==> config.mk <==
export PLATFORM = sky130hd
export DESIGN_NAME = wb_arbiter2
export DESIGN_NICKNAME = d
export VERILOG_FILES = /design/src/rtl/wb_arbiter2.sv
export SDC_FILE = /design/constraint.sdc
export NUM_CORES = 1
export LEC_CHECK = 0
export ABC_AREA = 1
export BUFFER_PORTS_ARGS = -buffer_cell sky130_fd_sc_hd__buf_2
export CAP_MARGIN = 5
export CELL_PAD_IN_SITES_DETAIL_PLACEMENT = 1
export CELL_PAD_IN_SITES_GLOBAL_PLACEMENT = 1
export CORE_AREA = 2 2 124 126
export DETAILED_ROUTE_END_ITERATION = 16
export DIE_AREA = 0 0 126 128
export PLACE_DENSITY_LB_ADDON = 0.1
export SYNTH_ARGS = -nofsm -noshare
export SYNTH_HDL_FRONTEND = slang
export SYNTH_SLANG_ARGS = --single-unit
==> constraint.sdc <==
create_clock -name clk -period 2.3 [get_ports clk]
set_clock_uncertainty 0.2 [all_clocks]
set_input_delay 0.46 -clock clk [delete_from_list [all_inputs] [get_ports clk]]
set_output_delay 0.46 -clock clk [all_outputs]
set_load 0.01 [all_outputs]
==> src/rtl/wb_arbiter2.sv <==
// Round-robin two-master arbiter for pipelined Wishbone; grant is held for the whole bus cycle.
// Latency: one cycle to grant from IDLE, then combinational pass-through; stall while not granted or outstanding is full.
module wb_arbiter2 #(
  parameter int ADDR_WIDTH      = 32,
  parameter int DATA_WIDTH      = 32,
  parameter int MAX_OUTSTANDING = 4
) (
  input  logic                    clk,
  input  logic                    rst,

  input  logic                    m0_cyc_i,
  input  logic                    m0_stb_i,
  input  logic                    m0_we_i,
  input  logic [DATA_WIDTH/8-1:0] m0_sel_i,
  input  logic [ADDR_WIDTH-1:0]   m0_adr_i,
  input  logic [DATA_WIDTH-1:0]   m0_dat_m_i,
  output logic                    m0_stall_o,
  output logic                    m0_ack_o,
  output logic                    m0_err_o,
  output logic [DATA_WIDTH-1:0]   m0_dat_s_o,

  input  logic                    m1_cyc_i,
  input  logic                    m1_stb_i,
  input  logic                    m1_we_i,
  input  logic [DATA_WIDTH/8-1:0] m1_sel_i,
  input  logic [ADDR_WIDTH-1:0]   m1_adr_i,
  input  logic [DATA_WIDTH-1:0]   m1_dat_m_i,
  output logic                    m1_stall_o,
  output logic                    m1_ack_o,
  output logic                    m1_err_o,
  output logic [DATA_WIDTH-1:0]   m1_dat_s_o,

  output logic                    s_cyc_o,
  output logic                    s_stb_o,
  output logic                    s_we_o,
  output logic [DATA_WIDTH/8-1:0] s_sel_o,
  output logic [ADDR_WIDTH-1:0]   s_adr_o,
  output logic [DATA_WIDTH-1:0]   s_dat_m_o,
  input  logic                    s_stall_i,
  input  logic                    s_ack_i,
  input  logic                    s_err_i,
  input  logic [DATA_WIDTH-1:0]   s_dat_s_i
);

  localparam int CNT_W = $clog2(MAX_OUTSTANDING + 1);

  typedef enum logic [1:0] {IDLE, GRANT0, GRANT1} state_t;

  state_t             state, state_nxt;
  logic               last, last_nxt;
  logic [CNT_W-1:0]   cnt, cnt_nxt;
  logic               full;
  logic               accept;
  logic               resp;

  assign full   = (cnt == CNT_W'(MAX_OUTSTANDING));
  assign accept = s_stb_o & ~s_stall_i;
  assign resp   = s_ack_i | s_err_i;

  assign m0_dat_s_o = s_dat_s_i;
  assign m1_dat_s_o = s_dat_s_i;

  always_ff @(posedge clk or posedge rst) begin
    if (rst) begin
      state <= IDLE;
      last  <= 1'b1;
      cnt   <= '0;
    end else begin
      state <= state_nxt;
      last  <= last_nxt;
      cnt   <= cnt_nxt;
    end
  end

  // Bus muxing: the slave only ever sees the granted master; the other one is held off.
  always_comb begin
    s_cyc_o    = 1'b0;
    s_stb_o    = 1'b0;
    s_we_o     = 1'b0;
    s_sel_o    = '0;
    s_adr_o    = '0;
    s_dat_m_o  = '0;
    m0_stall_o = 1'b1;
    m0_ack_o   = 1'b0;
    m0_err_o   = 1'b0;
    m1_stall_o = 1'b1;
    m1_ack_o   = 1'b0;
    m1_err_o   = 1'b0;
    case (state)
      GRANT0: begin
        s_cyc_o    = m0_cyc_i;
        s_stb_o    = m0_cyc_i & m0_stb_i & ~full;
        s_we_o     = m0_we_i;
        s_sel_o    = m0_sel_i;
        s_adr_o    = m0_adr_i;
        s_dat_m_o  = m0_dat_m_i;
        m0_stall_o = s_stall_i | full;
        m0_ack_o   = s_ack_i;
        m0_err_o   = s_err_i;
      end
      GRANT1: begin
        s_cyc_o    = m1_cyc_i;
        s_stb_o    = m1_cyc_i & m1_stb_i & ~full;
        s_we_o     = m1_we_i;
        s_sel_o    = m1_sel_i;
        s_adr_o    = m1_adr_i;
        s_dat_m_o  = m1_dat_m_i;
        m1_stall_o = s_stall_i | full;
        m1_ack_o   = s_ack_i;
        m1_err_o   = s_err_i;
      end
      default: ;
    endcase
  end

  always_comb begin
    state_nxt = state;
    last_nxt  = last;
    cnt_nxt   = cnt;
    // Responses with nothing outstanding (e.g. after an abort) never underflow.
    if (accept && !resp)
      cnt_nxt = cnt + CNT_W'(1);
    else if (!accept && resp && cnt != '0)
      cnt_nxt = cnt - CNT_W'(1);
    case (state)
      IDLE: begin
        if (m0_cyc_i && m1_cyc_i) begin
          state_nxt = last ? GRANT0 : GRANT1;
          last_nxt  = ~last;
        end else if (m0_cyc_i) begin
          state_nxt = GRANT0;
          last_nxt  = 1'b0;
        end else if (m1_cyc_i) begin
          state_nxt = GRANT1;
          last_nxt  = 1'b1;
        end
      end
      GRANT0: begin
        if (!m0_cyc_i) begin
          cnt_nxt = '0;
          if (m1_cyc_i) begin
            state_nxt = GRANT1;
            last_nxt  = 1'b1;
          end else begin
            state_nxt = IDLE;
          end
        end
      end
      GRANT1: begin
        if (!m1_cyc_i) begin
          cnt_nxt = '0;
          if (m0_cyc_i) begin
            state_nxt = GRANT0;
            last_nxt  = 1'b0;
          end else begin
            state_nxt = IDLE;
          end
        end
      end
      default: state_nxt = IDLE;
    endcase
  end

endmodule

==> results.md, run 1 <==
Run status:
- The flow ran to the end, and the final reports show no timing, DRC or antenna violations.

Logic synthesis:
- Summed over all instances, the cell type with the most area after synthesis is sky130_fd_sc_hd__nand2_1.
- The share of async-settable or async-resettable flops after synthesis is 100%.
- The distinct cell type count after synthesis is 28.
- In this run, synthesis produced a sequential element count of 6.
- Counting every net in the synthesized netlist gives 570.
- The per-instance average area after synthesis is 5.39 µm².
- The synthesized design contains 0 enable-type register cells.
- Synthesis produced a netlist whose cell count is 383.
- The share of the Yosys chip area taken by registers is 7.33%.
- The number of warnings printed during yosys synthesis is 0.
- Ranked by total cell area, the synthesized netlist is headed by sky130_fd_sc_hd__nand2_1 (28%), sky130_fd_sc_hd__buf_4 (23%), sky130_fd_sc_hd__a21oi_1 (18%).
- The netlist area before placement is 2060 µm².
- The share of Yosys cell area claimed by the top area cell type is 28.4%.
- In the synthesized netlist the dominant register cell turns out to be sky130_fd_sc_hd__dfrtp_1.

GRT:
- The maximum number of pins on one net before global-route repair is 38.
- The initial antenna violation count is 0.
- The total overflow left after global routing is 0.
- The via count of the first global-routing pass is 2947.
- In the global route stage, overall resource usage came out at 12.5%.
- The global-route wire length before repair is 16300 µm.

Critical path:
- The critical path is of the reg2out type.
- The largest driver fanout on the critical path is 20.
- The delay of the slowest cell on the worst path is 0.39 ns.
- The type of element capturing the critical path is an output pin.
- The worst setup path is launched from a register.
- STA puts the critical path data arrival time at 1.58 ns.
- On the critical path the largest part of the delay comes from buffers and inverters.
- The cell with the largest stage delay on the worst path is sky130_fd_sc_hd__dfrtp_1.
- The critical path goes through inv_2 -> ha_4 -> buf_12 -> buf_16 -> nand2_1 -> a21oi_1 -> buf_2.
- The number of buffers and inverters on the critical path is 4.
- For the worst setup path, the data required time is 1.64 ns.

Floorplanning:
- The core region is 14900 µm².
- The floorplan has 45 rows.
- The floorplan step set the die height to 128 µm.
- The number of ports placed on the die boundary is 320.
- For this configuration, the core starts out at a cell density of 13.9%.
- The die covers 16100 µm².
- The overall die width is 126 µm.

Timing:
- The final number of max-transition violations is 0.
- Timing would allow up to 447 MHz.
- The final hold violation count is 0.
- The worst pin sits at a relative slew slack of 76.9%.
- The fraction of the cycle the final worst path needs is 97.2%.
- The final critical delay including setup and external delays is 2.24 ns.
- The number of endpoints failing setup at the final stage is 0.
- Setup repair after global routing could not meet its margin everywhere.
- After routing, the total negative slack on setup checks comes to 0 ns.
- For the pin with the worst max-slew slack, the measured transition is 0.345 ns.
- In the post-route analysis, the smallest setup slack over all paths is 0.0636 ns.

Drt:
- In this run, the number of DRC markers left after iteration 0 of detailed routing was 69.
- For this run, the detailed router's first-pass iteration total came to 4.
- The count of vias placed by the detailed router is 2957.
- The detail-routed via count per cell is 4.03.
- In this run the remaining antenna-violating nets after routing total 0.
- After detailed routing, the total wire length is 11500 µm.
- In the final routed layout, each cell accounts on average for 15.7 µm.
- For this run, design rule violations remaining after detail routing come to 0.

Final layout:
- The fill cell total of the finished layout is 1960.
- The utilization after layout is 22.6%.
- Relative to the synthesized area, the layout overhead comes to 62.7%.
- The layout cell share with drive strength beyond 1 is 50.4%.
- The number of antenna diodes in the final layout is 0.
- The storage element area is 153 µm².
- The multi-input combinational cell area is 1320 µm².
- At the end of the flow, the number of nets in the layout was 734.

Place:
- The post-placement setup slack is 0.130 ns.
- The HPWL after detailed placement is 8610 µm.
- The count of buffers from port buffering is 223.
- At the end of routability-driven placement, the weighted congestion stood at 0.717.

Flow run:
- The tool flagged a number of max-cap violations equal to 0.

Power and ir drop:
- The worst ir drop on vdd is 0.386 mV.
- The leakage dissipation is 1.79 nW.
- Dividing total power by cell area gives a power density of 1130 nW/µm².
- The post-layout total power is 0.00378 W.

Worst hold path:
- The path class of the lowest-slack min-delay path is reg2reg.

Clocking:
- The cell at the root of the clock tree is sky130_fd_sc_hd__clkbuf_16.
- The clock input transition at the sequential cells of the worst setup and hold paths is 0.04 ns.
- The clock latency on the worst-skew pair is 0.23 ns.
- The longest clock path from root to sink contains 2 buffers.
- The number of clock buffers added by TritonCTS is 3.
- The sink count of the clock tree is 6.
- The TritonCTS clock tree is yes.
- The H-tree depth is 1.
-- worst reg2reg max path, stage by stage, from the launching register on --
cell,delay (ns)
sky130_fd_sc_hd__dfrtp_2,0.42
sky130_fd_sc_hd__inv_4,0.07
sky130_fd_sc_hd__ha_4,0.29
sky130_fd_sc_hd__inv_2,0.06
sky130_fd_sc_hd__buf_12,0.17
sky130_fd_sc_hd__a21oi_2,0.17
sky130_fd_sc_hd__nand4_2,0.21
sky130_fd_sc_hd__nand3_1,0.14
sky130_fd_sc_hd__nand2_1,0.06
sky130_fd_sc_hd__nor2_1,0.10
-- cells by family after synthesis --
group / share of synthesized area (%)
simple gates: 33.2
buf+inv: 32.1
compound gates: 21.6
fa+ha+maj: 4.85
flops: 7.33
xor+xnor: 0.849
-- metal layers --
metal | vias to the layer above | share of wire (%) | GRT usage (%)
li1 | 1480 | - | -
met1 | 1326 | 38 | 14.0
met2 | 145 | 54 | 25.0
met3 | 6 | 7.1 | 2.67
met4 | 0 | 0.49 | 1.03
met5 | - | 0 | 0
-- layout make-up --
class | count | share of cell area [%]
multi-input combinational | 270 | 39.4
timing repair buffer | 246 | 44.4
inverter | 20 | 2.31
tap | 188 | 7.00
clock buffer | 4 | 2.35
sequential | 6 | 4.54
-- synth_stat cells, types with 2 or more instances --
master	count
sky130_fd_sc_hd__nand2_1	156
sky130_fd_sc_hd__o21ai_1	2
sky130_fd_sc_hd__inv_2	5
sky130_fd_sc_hd__a21oi_1	73
sky130_fd_sc_hd__nor2_1	7
sky130_fd_sc_hd__o21ai_0	3
sky130_fd_sc_hd__buf_4	64
sky130_fd_sc_hd__ha_1	8
sky130_fd_sc_hd__dfrtp_1	5
sky130_fd_sc_hd__buf_1	3
sky130_fd_sc_hd__buf_2	11
sky130_fd_sc_hd__nor3_1	2
sky130_fd_sc_hd__inv_1	15
sky130_fd_sc_hd__nand3_1	7
sky130_fd_sc_hd__clkbuf_1	8
sky130_fd_sc_hd__a21oi_2	2
-- power breakdown --
group          switching (W)  internal (W)  total (W)  leakage (nW)
clock network      0.0000599      0.000230   0.000290        0.0382
registers          0.0000594      0.000167   0.000227        0.0722
logic                0.00188       0.00138    0.00327          1.68
total                0.00200       0.00178    0.00378          1.79
-- layout by cell type (no fill, tap or decap), drive strengths merged, types with 2 or more instances in the layout --
cell and instances:
o21ai 5, ha 8, clkbuf 8, inv 20, nand2 157, nor2 7, nand3 8, nor3 2
dfrtp 5, a21oi 75, buf 241
-- repair_timing --
| item | CTS | global route |
|---|---|---|
| cloned | 2 | 4 |
| pin swaps | 0 | 10 |
| endpoints found under the hold margin | 5 | 0 |
| hold buffers | 1 | 0 |
| resized for setup | 7 | 16 |
| setup endpoints to repair | 67 | 72 |
| buffers inserted | 4 | 4 |
-- state kept, by name, summed over array words and instances, names as in the netlist --
register and cells:
state 2, last 1, cnt 3
-- metrics by stage --
stage / hold slack, ns / cell area (µm²) / instances
floorplan: 0.0502 / 2060 / 383
global placement: 0.203 / 2940 / 715
detailed placement: 0.210 / 2940 / 715
CTS: 0.347 / 3170 / 726
global route: 0.378 / 3360 / 734
finish: 0.342 / 3360 / 734
-- path summary, 6_finish.rpt --
| check | from | endpoint | slack, ns | cells past startpoint |
|---|---|---|---|---|
| hold reg to reg | last$_DFFE_PP1P_ | last$_DFFE_PP1P_ | 0.34 | 1 |
| min in group asynchronous | rst | cnt[1]$_DFF_PP0_ | 0.50 | 3 |
| hold / removal | last$_DFFE_PP1P_ | last$_DFFE_PP1P_ | 0.34 | 1 |
| setup / recovery | state[0]$_DFFE_PP0P_ | s_adr_o[20] | 0.06 | 7 |
| max in group asynchronous | rst | last$_DFFE_PP1P_ | 1.14 | 3 |
| setup reg to reg | state[1]$_DFFE_PP0P_ | cnt[0]$_DFF_PP0_ | 0.33 | 9 |
Power figures use the tool's default switching activity.
==> run 2, diff against run 1 <==
==> constraint.sdc (replaced) <==
create_clock -name clk -period 2.6 [get_ports clk]
set_clock_uncertainty 0.2 [all_clocks]
set_input_delay 0.52 -clock clk [delete_from_list [all_inputs] [get_ports clk]]
set_output_delay 0.52 -clock clk [all_outputs]
set_load 0.01 [all_outputs]
==> run 2 against run 1 <==
Against the previous run: sequential share of layout area increased by 0.41 points; largest power group unchanged; cell count decreased by 2.0%; register-to-register slack gained 0.11 ns; first-iteration DRC count is 13% lower; largest cell class is now multi-input gates; final area shrank 9.0%; core utilization decreased by 2.0 points; via count fell by 2.3%; clock power is 10% lower; global-route usage down 0.72 points; worst setup slack better by 0.051 ns; non-clock buffer count fell by 15; routed wire length down 8.8%.
==> results.md, run 2 (synthesis gave the netlist of run 1 again) <==
Drt:
- The detail-routed via count per cell is 4.02 (-0.26%).
- The violation count after the first detailed-routing iteration is 60 (-13%).
- The count of vias placed by the detailed router is 2889 (-2.3%).
- The iteration count of the initial detailed-routing pass came to 4 (unchanged).
- The final routed DRC violation total is 0 (unchanged).
- The number of antenna-violating nets in the routed design is 0 (unchanged).
- The detailed-route wire length per cell is 14.6 µm (-6.9%).
- The total detailed-routing wirelength is 10500 µm (-8.8%).

Timing:
- The measured slew at the worst slew-check pin is 0.352 ns (+0.00694 ns).
- The routed design could run at a clock period as short as 2.48 ns.
- The final hold violation count is 0 (unchanged).
- Of the available clock period, the critical path in the final layout requires 95.6%.
- The number of endpoints failing setup at the final stage came to 0 (unchanged).
- The final number of max-transition violations is 0 (unchanged).
- The final total negative setup slack is 0 ns (unchanged).
- The maximum clock frequency is 402 MHz.
- Setup repair after global routing could not meet its margin everywhere.
- The worst max-slew margin expressed relative to the limit is 76.4% (-0.46 points).

Critical path:
- The required time at the worst-slack endpoint is 1.88 ns (+0.24 ns).
- The startpoint type of the worst setup path is a register.
- The largest driver fanout on the critical path is 36 (+80%).
- STA classifies the critical path endpoint as an output pin.
- The arrival time at the worst endpoint is 1.76 ns (+0.18 ns).
- The critical path in this run is classified as reg2out.

Power and ir drop:
- The post-layout total power was 0.00290 W (-23%).
- The worst ir drop on vdd is 0.301 mV (-22%).
- The power per standard cell area came to 950 nW/µm² (-16%).
- The leakage dissipation is 1.67 nW (-6.8%).

Final layout:
- The layout cell share with drive strength beyond 1 was 46.5% (-3.9 points).
- The design area is 3060 µm² (-9.0%).
- The fill cell total of the finished layout is 1972 (+0.61%).
- The final net count is 719 (-2.0%).
- The largest registers in the layout are cnt: 3 flops, state: 2 flops, last: 1 flops.
- The synthesis-to-layout area growth is 48.1%.
- The number of flip-flops under the largest register name is 3 (unchanged).
- The count of inserted antenna diode cells is 0 (unchanged).
- The register with the most flip-flops is cnt.
- The library cell used most frequently in the layout, excluding fill and tap cells, is sky130_fd_sc_hd__buf_2.
- In the layout the commonest cells are sky130_fd_sc_hd__buf_2 (223), sky130_fd_sc_hd__nand2_1 (156), sky130_fd_sc_hd__a21oi_1 (73), sky130_fd_sc_hd__inv_1 (15).

Floorplanning:
- The number of core rows is 45 (unchanged).
- The die boundary height is 128 µm (unchanged).
- The area enclosed by the die boundary is 16100 µm² (unchanged).
- The starting density of the core came to 13.9% (unchanged).
- The floorplan core area was 14900 µm² (unchanged).
- The overall die width is 126 µm (unchanged).
- The number of ports placed on the die boundary is 320 (unchanged).

Clocking:
- The post-CTS setup repair buffer count was 0 (-4).
- TritonCTS built the clock tree.
- The sink count of the clock tree is 6 (unchanged).
- The cts-stage hold buffer count came to 0 (-1).
- The deepest clock path buffer count was 2 (unchanged).
- The H-tree depth is 1 (unchanged).
- The clock input transition at the sequential cells of the worst setup and hold paths is 0.03 ns (about the same).
- The clock latency on the worst-skew pair is 0.23 ns (about the same).
- The number of clock buffers inserted by TritonCTS is 3 (unchanged).
- The cell at the root of the clock tree is sky130_fd_sc_hd__clkbuf_16.
- The number of cells upsized or downsized after cts is 1 (-6).

Place:
- The placer congestion estimate is 0.746 (+4.1%).
- The post-detailed-placement half-perimeter wirelength came to 8730 µm (+1.4%).
- The count of buffers from port buffering is 223 (unchanged).
- The area after detailed placement came to 2960 µm² (+0.43%).

GRT:
- The combined global-route utilization of all metal layers is 11.8% (-0.72 points).
- The global-route wire length before repair is 15500 µm (-5.2%).
- The overflow left after global routing came to 0 (unchanged).
- The initial antenna violation count is 0 (unchanged).
- The via count of the first global-routing pass was 2988 (+1.4%).
- The maximum number of pins on one net before global-route repair came to 42 (+11%).

Run status:
- The flow ran to the end, and the final reports show no timing, DRC or antenna violations.

Flow run:
- The count of maximum capacitance violations is 0 (unchanged).

Worst hold path:
- The path class of the lowest-slack min-delay path is in2async.
run 2: layout make-up:
cell class | instances | area [µm²] | area share [%]
Tap cell | 188 | 235 | 7.69
Multi-Input combinational cell | 270 | 1270 | 41.7
Inverter | 20 | 75.1 | 2.45
Sequential cell | 6 | 151 | 4.95
Timing Repair Buffer | 231 | 1240 | 40.6
Clock buffer | 4 | 78.8 | 2.58
run 2: routing by layer:
layer	global-route usage, %	routed length, µm	up-vias
met4	2.78	159	0
met3	2.46	748	12
met2	24.1	5760	154
met1	12.1	3850	1281
li1	-	-	1442
met5	0	0	-
run 2: stage by stage:
stage | setup WS (ns) | cells | util [%] | hold WS, ns
floorplan | 0.504 | 383 | - | 0.110
global placement | 0.313 | 715 | 19.9 | 0.258
detailed placement | 0.241 | 715 | 19.9 | 0.261
CTS | 0.000714 | 719 | 20.5 | 0.0139
global route | -0.00124 | 719 | 20.6 | 0.0299
finish | 0.115 | 719 | 20.6 | 0.00662
run 2: path summary, 6_finish.rpt:
kind / start / slack [ns] / end / cells past startpoint
setup / recovery: state[0]$_DFFE_PP0P_ / 0.12 / s_adr_o[15] / 6
hold / removal: rst / 0.007 / cnt[2]$_DFF_PP0_ / 2
setup reg to reg: state[0]$_DFFE_PP0P_ / 0.44 / cnt[0]$_DFF_PP0_ / 8
hold reg to reg: last$_DFFE_PP1P_ / 0.35 / last$_DFFE_PP1P_ / 1
max in group asynchronous: rst / 1.93 / last$_DFFE_PP1P_ / 2
min in group clk: last$_DFFE_PP1P_ / 0.35 / last$_DFFE_PP1P_ / 1
run 2: power breakdown:
group	leakage, nW	internal [W]	switching [W]
logic	1.56	0.000936	0.00151
registers	0.0735	0.000146	0.0000488
clock network	0.0382	0.000204	0.0000562
total	1.67	0.00129	0.00162
run 2: worst max-delay path: stages, from the launching register on:
cell and delay (ns):
sky130_fd_sc_hd__dfrtp_1 0.41, sky130_fd_sc_hd__inv_1 0.14, sky130_fd_sc_hd__ha_1 0.40, sky130_fd_sc_hd__inv_2 0.09, sky130_fd_sc_hd__buf_12 0.18, sky130_fd_sc_hd__a21oi_1 0.15, sky130_fd_sc_hd__buf_2 0.16
==> run 3, diff against run 2 <==
==> config.mk (replaced) <==
export PLATFORM = sky130hd
export DESIGN_NAME = wb_arbiter2
export DESIGN_NICKNAME = d
export VERILOG_FILES = /design/src/rtl/wb_arbiter2.sv
export SDC_FILE = /design/constraint.sdc
export NUM_CORES = 1
export LEC_CHECK = 0
export CAP_MARGIN = 5
export CELL_PAD_IN_SITES_DETAIL_PLACEMENT = 1
export CELL_PAD_IN_SITES_GLOBAL_PLACEMENT = 1
export CORE_AREA = 2 2 125 127
export DETAILED_ROUTE_END_ITERATION = 16
export DIE_AREA = 0 0 127 129
export DONT_BUFFER_PORTS = 1
export PLACE_DENSITY_LB_ADDON = 0.1
export SYNTH_ARGS = -nofsm -noshare
export SYNTH_HDL_FRONTEND = slang
export SYNTH_SLANG_ARGS = --single-unit
==> run 3 against run 2 <==
Against the previous run: clock-buffer cell count unchanged; sequential power shrank 6%; worst setup slack worse by 0.033 ns; total power fell by 32%; non-clock buffer count decreased by 222; global-route usage decreased by 3.9 points; first-iteration DRC count up 6.7%; flip-flop and latch count is the same; die area grew 1.6%; final area down 45%; critical path depth is 1 lower; critical endpoint is now s_sel_o[2]; highest routed layer unchanged.
==> results.md, run 3 <==
Run status:
- The run finished with clean final reports.

Drt:
- The total detailed-routing wirelength came to 7580 µm (-28%).
- The final routed DRC violation total is 0 (unchanged).
- The iteration count of the initial detailed-routing pass is 4 (unchanged).
- The detail-routed via count per cell is 4.37 (+8.7%).
- The detailed-route wire length per cell is 22.2 µm (+52%).
- The violation count after the first detailed-routing iteration is 64 (+6.7%).
- The number of antenna-violating nets in the routed design is 0 (unchanged).
- The count of vias placed by the detailed router is 1489 (-48%).

Clocking:
- The clock input transition at the sequential cells of the worst setup and hold paths is 0.04 ns (about the same).
- The H-tree depth is 1 (unchanged).
- The deepest clock path buffer count is 2 (unchanged).
- The clock latency on the worst-skew pair is 0.23 ns (about the same).
- The number of clock buffers inserted by TritonCTS was 3 (unchanged).
- The tree is rooted in a sky130_fd_sc_hd__clkbuf_16.
- The sink count of the clock tree is 6 (unchanged).
- TritonCTS built the clock tree.

Logic synthesis:
- The sequential element share of the synthesized area came to 8.62% (+1.3 points).
- The share of Yosys cell area claimed by the top area cell type is 33.9% (+5.6 points).
- The share of async-settable or async-resettable flops after synthesis is 100% (unchanged).
- The number of synthesized flops with an enable pin came to 0 (unchanged).
- Of all cell types, the one taking the most synthesized area is sky130_fd_sc_hd__a22o_1.
- The netlist area before placement is 1760 µm² (-15%).
- The post-synthesis instance total is 221 (-42%).
- The net count of the mapped netlist came to 408 (-28%).
- The post-synthesis sequential element count came to 6 (unchanged).
- The number of warnings printed during yosys synthesis is 0 (unchanged).
- The cell with the most instances after synthesis is sky130_fd_sc_hd__a22o_1.
- The per-instance average area after synthesis is 7.94 µm² (+47%).
- Counting instances in the post-synthesis netlist gives the leading cell types as sky130_fd_sc_hd__a22o_1 (68), sky130_fd_sc_hd__buf_4 (65), sky130_fd_sc_hd__clkbuf_1 (9).
- By area the synthesized netlist is led by sky130_fd_sc_hd__a22o_1 (34%), sky130_fd_sc_hd__buf_4 (28%), sky130_fd_sc_hd__dfrtp_1 (7.1%).
- The distinct cell type count after synthesis was 30 (+7.1%).
- The most used flip-flop cell after synthesis is sky130_fd_sc_hd__dfrtp_1.

Critical path:
- The required time at the worst-slack endpoint is 1.88 ns (about the same).
- The type of the setup path with the least slack is reg2out.
- The worst setup path is captured at an output pin.
- The largest driver fanout on the critical path is 29 (-19%).
- The arrival time at the worst endpoint is 1.80 ns (+0.04 ns).
- The worst setup path is launched from a register.

Final layout:
- From synthesis to final layout, the design area changed by -3.78%.
- More flip-flops sit in one register than any other, and that register is cnt.
- In the layout the commonest cells are sky130_fd_sc_hd__a22o_1 (63), sky130_fd_sc_hd__inv_1 (8), sky130_fd_sc_hd__a21oi_1 (8), sky130_fd_sc_hd__nand2_1 (8), sky130_fd_sc_hd__ha_1 (6).
- The fill cell total of the finished layout came to 1787 (-9.4%).
- The final net count is 341 (-53%).
- In the final layout, the registers with the most flip-flops are cnt: 3 flops, state: 2 flops, last: 1 flops.
- The number of flip-flops under the largest register name is 3 (unchanged).
- The most common cell after layout, fill and taps aside is sky130_fd_sc_hd__a22o_1.
- The utilization after layout came to 11.3% (-9.3 points).
- The layout cell share with drive strength beyond 1 is 14.4% (-32 points).
- The count of inserted antenna diode cells is 0 (unchanged).

Power and ir drop:
- The power per standard cell area is 1180 nW/µm² (+24%).
- The leakage dissipation is 0.651 nW (-61%).
- The worst ir drop on vdd is 0.210 mV (-30%).

GRT:
- The maximum number of pins on one net before global-route repair is 44 (+4.8%).
- The initial antenna violation count came to 0 (unchanged).
- The combined global-route utilization of all metal layers was 7.83% (-3.9 points).
- The global-route wire length before repair is 9590 µm (-38%).
- The overflow left after global routing is 0 (unchanged).
- The via count of the first global-routing pass is 1403 (-53%).

Place:
- The placer congestion estimate is 0.678 (-9.2%).
- The post-detailed-placement half-perimeter wirelength is 6260 µm (-28%).
- The count of buffers from port buffering is 0 (-100%).

Floorplanning:
- The floorplan core area is 15000 µm² (+0.76%).
- The overall die width came to 127 µm (+0.79%).
- The number of ports placed on the die boundary came to 320 (unchanged).
- The starting density of the core is 11.7% (-2.2 points).
- The die boundary height came to 129 µm (+0.78%).
- The area enclosed by the die boundary is 16400 µm² (+1.6%).
- The number of core rows is 45 (unchanged).

Flow run:
- The count of maximum capacitance violations is 0 (unchanged).

Timing:
- The final critical delay including setup and external delays is 2.52 ns (+0.0331 ns).
- The final total negative setup slack is 0 ns (unchanged).
- The final hold violation count is 0 (unchanged).
- The measured slew at the worst slew-check pin came to 0.516 ns (+0.164 ns).
- The maximum clock frequency is 397 MHz (-1.3%).
- The fraction of the cycle the final worst path needs came to 96.8% (+1.3 points).
- Setup repair after global routing left no endpoint under its margin.
- The worst-case hold slack is 0.235 ns (+0.228 ns).
- The number of endpoints failing setup at the final stage was 0 (unchanged).
- The final number of max-transition violations is 0 (unchanged).
- The worst max-slew margin expressed relative to the limit was 65.2% (-11 points).

Worst hold path:
- The path class of the tightest hold or removal check is in2reg.
## run 3: cell type report
| type | count | area [µm²] | area share, % |
|---|---|---|---|
| multi-input cells | 126 | 1070 | 63.6 |
| well taps | 188 | 235 | 13.9 |
| flip-flops and latches | 6 | 151 | 8.96 |
| repair buffers | 9 | 120 | 7.11 |
| clock buffers | 4 | 78.8 | 4.67 |
| inverters | 8 | 30.0 | 1.78 |
## run 3: critical path: stages (launching register included)
cell and delay (ns):
sky130_fd_sc_hd__dfrtp_1 0.40, sky130_fd_sc_hd__inv_1 0.15, sky130_fd_sc_hd__ha_4 0.25, sky130_fd_sc_hd__and2_4 0.16, sky130_fd_sc_hd__bufbuf_16 0.31, sky130_fd_sc_hd__a22o_1 0.29
## run 3: repair_timing
action                                  in CTS  in global routing
gates resized for setup                      6                  4
cloned                                       1                  0
endpoints found under the hold margin        5                  0
hold buffers                                 1                  0
setup buffers                                1                  0
endpoints found under the setup margin      62                 62
## run 3: path summary, 6_finish.rpt
path	from	endpoint	slack (ns)	cells past startpoint
worst max register to register	state[0]$_DFFE_PP0P_	state[1]$_DFFE_PP0P_	0.50	6
min in group asynchronous	rst	state[0]$_DFFE_PP0P_	0.48	2
worst max-delay path	state[0]$_DFFE_PP0P_	s_sel_o[2]	0.08	5
worst min-delay path	m0_cyc_i	state[0]$_DFFE_PP0P_	0.23	2
max in group asynchronous	rst	last$_DFFE_PP1P_	1.44	2
worst min register to register	last$_DFFE_PP1P_	last$_DFFE_PP1P_	0.34	2
## run 3: per-layer routing
metal  global-route usage (%)  part of all wire, %  up-vias  routed length, µm
li1                         -                    -      623                  -
met1                     9.60                   37      718               2840
met2                     13.5                   51      142               3860
met3                     2.91                   11        6                854
met4                     1.03                 0.33        0                 25
met5                        0                    0        -                  0
## run 3: cells by family (layout without fill, tap and decap cells)
kind of cell / count (synthesis) / after routing / synth area share, %
buffers and inverters: 89 / 21 / 33.4
flip-flops: 6 / 6 / 8.62
AO/OA/AOI/OAI: 91 / 91 / 43.1
AND/OR/NAND/NOR: 25 / 25 / 7.98
adder cells (fa/ha/maj): 8 / 8 / 5.70
multiplexers: 2 / 2 / 1.14
## run 3: power by group
part / internal (W) / switching, W / leakage, nW
Combinational: 0.000631 / 0.000912 / 0.539
Sequential: 0.000145 / 0.0000386 / 0.0739
Clock: 0.000204 / 0.0000567 / 0.0382
Total: 0.000980 / 0.00101 / 0.651
## run 3: metrics by stage
step	area (µm²)	cells	setup slack, ns	total power (W)
5_1_grt	1690	341	0.000864	0.00217
3_5_place_dp	1510	334	0.0602	0.00163
3_3_place_gp	1510	334	0.122	0.00165
2_1_floorplan	1760	221	0.212	0.00140
4_1_cts	1660	341	0.0107	0.00200
6_report	1690	341	0.0820	0.00199
